--- config.mk ---
export PLATFORM = sky130hd
export DESIGN_NAME = seven_seg_scan_ctrl
export DESIGN_NICKNAME = d
export VERILOG_FILES = /design/src/rtl/seven_seg_scan_ctrl.sv
export SDC_FILE = /design/constraint.sdc
export NUM_CORES = 1
export LEC_CHECK = 0
export CORE_MARGIN = 8
export CORE_UTILIZATION = 55
export CTS_BUF_LIST = sky130_fd_sc_hd__clkbuf_8
export CTS_CLUSTER_SIZE = 20
export DETAILED_ROUTE_END_ITERATION = 16
export GPL_TIMING_DRIVEN = 0
export PLACE_DENSITY = 0.92
export SLEW_MARGIN = 20
export SYNTH_ARGS = -nofsm -noshare
export SYNTH_HDL_FRONTEND = slang
export SYNTH_SLANG_ARGS = --single-unit
--- constraint.sdc ---
create_clock -name clk -period 4.54 [get_ports clk]
set_input_delay 0.908 -clock clk [delete_from_list [all_inputs] [get_ports clk]]
set_output_delay 0.908 -clock clk [all_outputs]
set_load 0.05 [all_outputs]
--- src/rtl/seven_seg_scan_ctrl.sv ---
// Four-digit multiplexed seven-segment scan controller.
// Each digit slot is BLANK_CYCLES of dead time (all anodes off) followed by
// SHOW_CYCLES with that digit's anode driven. New display data is staged in
// a pending register and committed only at a frame boundary, so no frame
// ever mixes old and new digits.
module seven_seg_scan_ctrl #(
  parameter int unsigned SHOW_CYCLES  = 99000,
  parameter int unsigned BLANK_CYCLES = 1000
) (
  input  logic        clk,
  input  logic        reset,
  input  logic        enable,
  input  logic        load,
  input  logic [15:0] load_data,
  input  logic [3:0]  digit_en,
  output logic        load_ready,
  output logic [3:0]  A,
  output logic [3:0]  B,
  output logic [3:0]  C,
  output logic [3:0]  D,
  output logic [3:0]  disp_sel,
  output logic        frame_done
);

  localparam int unsigned MAXC = (SHOW_CYCLES > BLANK_CYCLES) ? SHOW_CYCLES : BLANK_CYCLES;
  localparam int unsigned CW   = (MAXC > 1) ? $clog2(MAXC) : 1;

  localparam logic [0:0] ST_BLANK = 1'b0;
  localparam logic [0:0] ST_SHOW  = 1'b1;

  localparam logic [CW-1:0] SHOW_LAST  = CW'(SHOW_CYCLES - 1);
  localparam logic [CW-1:0] BLANK_LAST = CW'(BLANK_CYCLES - 1);

  logic [0:0]    state_q, state_d;
  logic [1:0]    idx_q, idx_d;
  logic [CW-1:0] cnt_q, cnt_d;
  logic [3:0]    sel_q, sel_d;
  logic          pend_q, pend_d;
  logic [15:0]   pdata_q, pdata_d;
  logic [15:0]   digs_q, digs_d;

  // Status outputs are decoded from registers only.
  assign frame_done = (state_q == ST_SHOW) && (idx_q == 2'd3) && (cnt_q == SHOW_LAST);
  assign load_ready = ~pend_q;
  assign disp_sel   = sel_q;
  assign {A, B, C, D} = digs_q;

  // Phase/slot sequencing; the anode select is registered from the next
  // state so digit_en reaches disp_sel one cycle later with no input path.
  always_comb begin
    state_d = state_q;
    idx_d   = idx_q;
    cnt_d   = cnt_q;
    if (!enable) begin
      state_d = ST_BLANK;
      idx_d   = 2'd0;
      cnt_d   = '0;
    end else if (state_q == ST_BLANK) begin
      if (cnt_q == BLANK_LAST) begin
        state_d = ST_SHOW;
        cnt_d   = '0;
      end else begin
        cnt_d = cnt_q + CW'(1);
      end
    end else begin
      if (cnt_q == SHOW_LAST) begin
        state_d = ST_BLANK;
        cnt_d   = '0;
        idx_d   = idx_q + 2'd1;
      end else begin
        cnt_d = cnt_q + CW'(1);
      end
    end
    sel_d = '0;
    if ((state_d == ST_SHOW) && digit_en[2'd3 - idx_d]) begin
      sel_d = 4'b1000 >> idx_d;
    end
  end

  // Pending/commit handling: a commit needs pending data, an accept needs
  // none, so the two can never happen on the same edge.
  always_comb begin
    pend_d  = pend_q;
    pdata_d = pdata_q;
    digs_d  = digs_q;
    if (pend_q && (!enable || frame_done)) begin
      digs_d = pdata_q;
      pend_d = 1'b0;
    end else if (load && !pend_q) begin
      pdata_d = load_data;
      pend_d  = 1'b1;
    end
  end

  // State registers with asynchronous reset.
  always_ff @(posedge clk or posedge reset) begin
    if (reset) begin
      state_q <= ST_BLANK;
      idx_q   <= 2'd0;
      cnt_q   <= '0;
      sel_q   <= '0;
      pend_q  <= 1'b0;
      pdata_q <= '0;
      digs_q  <= '0;
    end else begin
      state_q <= state_d;
      idx_q   <= idx_d;
      cnt_q   <= cnt_d;
      sel_q   <= sel_d;
      pend_q  <= pend_d;
      pdata_q <= pdata_d;
      digs_q  <= digs_d;
    end
  end

endmodule

-- Word level (Yosys, flattened, before mapping)
Index checks and enable logic that the tools add are counted.
Widths: inputs -> output; s select.
- output and inout bits: 22
- bits in registers: 57
- input port bits: 24
- logic and storage cells: 43
- bitwise logic cells: 2
- reduce and logical (&&, ||, !) cells: 10
- eq/ne operators: 3
- multiplexer cells: 16
- shift-type cells: 1
- $lt $le $gt $ge: 1
- $add $sub $neg: 3
- operators by type and width (kind ; number):
    $mux 17 ; 4
    $add 17x1->17 const B ; 1
    $eq 17x10->1 const B ; 1
    $eq 17x17->1 const B ; 1
    $mux 1 ; 7
    $mux 2 ; 3
    $logic_and 1x1->1 ; 5
    $mux 4 ; 1
    $shr 4x2->4 const A ; 1
    $lt 2x3->1 const B ; 1
    $add 2x1->2 const B ; 1
    $bmux 1 s2 ; 1
    $eq 2x2->1 const B ; 1
    $logic_not 1->1 ; 2
    $not 1->1 ; 2
    $reduce_and 2->1 ; 1
    $reduce_bool 2->1 ; 1
    $sub 2x2->2 const A ; 1
    $logic_or 1x1->1 ; 1

-- Depth between registers and ports, before layout
- word-level depth: 9
- mapped depth: 6

-- Least setup slack after synthesis
OpenSTA, ideal clock, no wires.
- path kind: register to output
- from: register cnt_q[6]
- to: output frame_done
- setup slack: 2.173 ns
- stages on the path, launching flop included: 4
- data arrival time: 1.459 ns
- data required time: 3.632 ns
- cells stage by stage: dfrtp_1 nor4bb_1 and4_1 and3_1
- longest elaborated chain between the ends: 2
- RTL lines (what ; line ; source):
    start, declared ; 36 ; logic [CW-1:0] cnt_q, cnt_d;
    start signal, assigned ; 108 ; cnt_q <= cnt_d;
    $eq 17x17->1 ; 43 ; assign frame_done = (state_q == ST_SHOW) && (idx_q == 2'd3) && (cnt_q == SHOW_LAST);
    $logic_and 1x1->1 ; 43 ;
    end, declared ; 22 ; output logic frame_done
No other way between the ends.

-- Worst setup path in the final report
Same ends and word-level chain as after synthesis.

==> run summary <==
Outcome - complete, no violations
Antenna-violating nets left - 0
Register bit count reported by yosys - 57
Detailed Place HPWL - 3990 um
Worst setup path startpoint - cnt_q[6]
Routed vias - 1815
Max Clock Skew - 0.00832 ns
Final setup vio count - 0
Layout area overhead - 28.1%
Slew Limit Fails - 0
TritonCTS Buffers - 9
Post-synth EDFFs - 0
Postcts setup bufs - 0
Clock root cell - clkbuf_8
Die area - 7040 um^2
Die H - 83.9 um
Hold Fails Final Rpt - 0
Unrepaired setup endpoints after global routing - no
TritonCTS clock tree - built
Post-synthesis mux area share - 15.7%
Reg2reg setup slack - 2.27 ns
# rows - 24
Clock sinks - 57
Main combinational cell family by area after synthesis - simple AND/OR/NAND/NOR gates
Routed vias/inst - 5.82
Critical path required time - 3.63 ns
Total GRT Usage - 17.4%
VDD IR-drop max - 0.000374 V
Synthesized cell area - 2540 um^2
Final WL - 5700 um
Worst setup SP type - flip-flop
XOR/XNOR Fraction of Synth Area - 3.80%
Area fraction in compound gates after synthesis - 4.05%
WL per Instance - 18.3 um
Final #Nets - 282
Chip width - 83.9 um
Post-CTS Resized - 0
Clock Tree Buf Depth - 2
RR Startpoint - cnt_q[13]
DR pass1 iterations - 4
Core region area - 4410 um^2
First-pass GRT wire length - 9730 um
Sum Neg Setup Slack - 0 ns
# Max-Cap Violations - 0
Post-Syn Instances - 200
CP endpoint kind - primary output
Initial antenna violation count - 0
Unique cell type count in the Yosys netlist - 38
Commonest non-fill, non-tap cell in the layout - dfrtp_1
Async SR Flop Fraction - 100%
Post-synthesis sequential area ratio - 56.2%
Arr. time, crit path - 2.57 ns
Ys flop type - dfrtp_1
Avg Cell Area, Syn - 12.7 um^2
Final Hold Slack - 0.475 ns
Hold_sp - cnt_q[0]
HP Class - flip-flop to flip-flop
DR iter-0 viols - 92
Dpl ws - 1.44 ns
Largest net degree at the start of global routing - 58
Highest clock rate - 0.288 GHz
Clock latency on the worst-skew pair - 0.34 ns
CTS H-tree depth - 3
Worst-margin pin slew - 0.678 ns
CTS Hold Bufs - 0
Most frequent cells in the layout - 57 x dfrtp_1, 45 x clkdlybuf4s50_1, 22 x mux2_2
Slew HR - 54.8%
I/O Buffers - 45
CP Class - flip-flop to primary output
Clock-pin slew on the worst setup and hold paths - 0.06 ns
Layout fillers - 306
Number of global-route vias before repair - 1931
Grt ovf - 0
Antenna cell count - 0
Worst Slack Setup Final - 1.07 ns
Initial core utilization - 57.5%
Drc violations - 0
Pwr Total - 1.67 mW
Adder-cell share of the synthesized area - 0.987%
GP Congestion - 0.817
Crit path max fanout - 7
Syn nets - 226
Post-route clock period utilization - 76.5%
Yosys warnings - 0
# IOs - 46
Min cycle time layout - 3.47 ns
Power Dens Cells - 515 nW/um^2
Share of post-route cells with drive strength above 1 - 21.9%
Leakage - 1.35 nW
Synth Area in Simple Gates - 16.3%
where the power goes:
part	total, mW	leakage (nW)	internal [mW]	switching (mW)
clock	0.463	0.0981	0.264	0.199
sequential	0.662	0.719	0.605	0.0571
combinational	0.547	0.535	0.229	0.319
cell type report:
| class | instances | area, um^2 | share of cell area, % |
|---|---|---|---|
| sequential | 57 | 1430 | 43.9 |
| multi-input combinational | 130 | 1040 | 31.9 |
| timing repair buffer | 45 | 450 | 13.9 |
| clock buffer | 10 | 138 | 4.24 |
| tap | 52 | 65.1 | 2.00 |
| clock inverter | 5 | 56.3 | 1.73 |
| buffer | 8 | 55.1 | 1.69 |
| inverter | 5 | 21.3 | 0.655 |
path summary, 6_finish.rpt:
check,cells past startpoint,end
worst max register to register,5,cnt_q[12]
worst max-delay path,4,frame_done
worst min-delay path,1,cnt_q[0]
worst min register to register,1,cnt_q[0]
max in group asynchronous,2,digs_q[7]
min in group asynchronous,2,pdata_q[12]
layer usage:
metal	share of wire (%)	wire, um	global-route usage [%]
met4	3.7	212	13.0
met2	50	2840	27.4
met3	5.3	302	4.10
met5	0	0	0
met1	41	2340	20.2
per-stage QoR:
stage	std cells	instance area, um^2	utilization, %
final	312	3250	73.6
after detailed placement	297	3050	69.2
after floorplan	200	2540	-
after global routing	312	3250	73.6
after CTS	312	3250	73.6
after global placement	297	3050	69.1
synth_stat cells, types with 3 or more instances:
master | instances | area [um^2]
clkbuf_1 | 4 | 15.0
mux2_2 | 22 | 248
dfrtp_1 | 57 | 1430
nor4_1 | 6 | 37.5
a21oi_1 | 3 | 15.0
nand3_1 | 8 | 40.0
mux2_4 | 10 | 150
nor2_1 | 3 | 11.3
o21ai_0 | 5 | 25.0
a211oi_1 | 4 | 30.0
inv_1 | 5 | 18.8
xnor2_1 | 5 | 43.8
nand4_1 | 6 | 37.5
nand2_1 | 11 | 41.3
nor3_1 | 16 | 80.1
xor2_1 | 6 | 52.6
registers in the layout, summed over array words and instances, names as in the netlist:
name and count:
state_q 1, idx_q 2, pdata_q 16, cnt_q 17, disp_sel 4, digs_q 16, pend_q 1
cell families (layout without fill, tap and decap cells):
logic type	after synthesis	after routing
simple gates	69	69
buf+inv	13	73
flops	57	57
compound gates	16	16
xor+xnor	11	11
fa+ha+maj	2	2
mux	32	32
critical path, cell delays in order (launching register included):
cell and delay, ns:
dfrtp_1 0.44, nor4bb_1 0.46, and4_1 0.29, and3_1 0.20, clkdlybuf4s50_1 0.83
(Power assumes the default switching activity.)
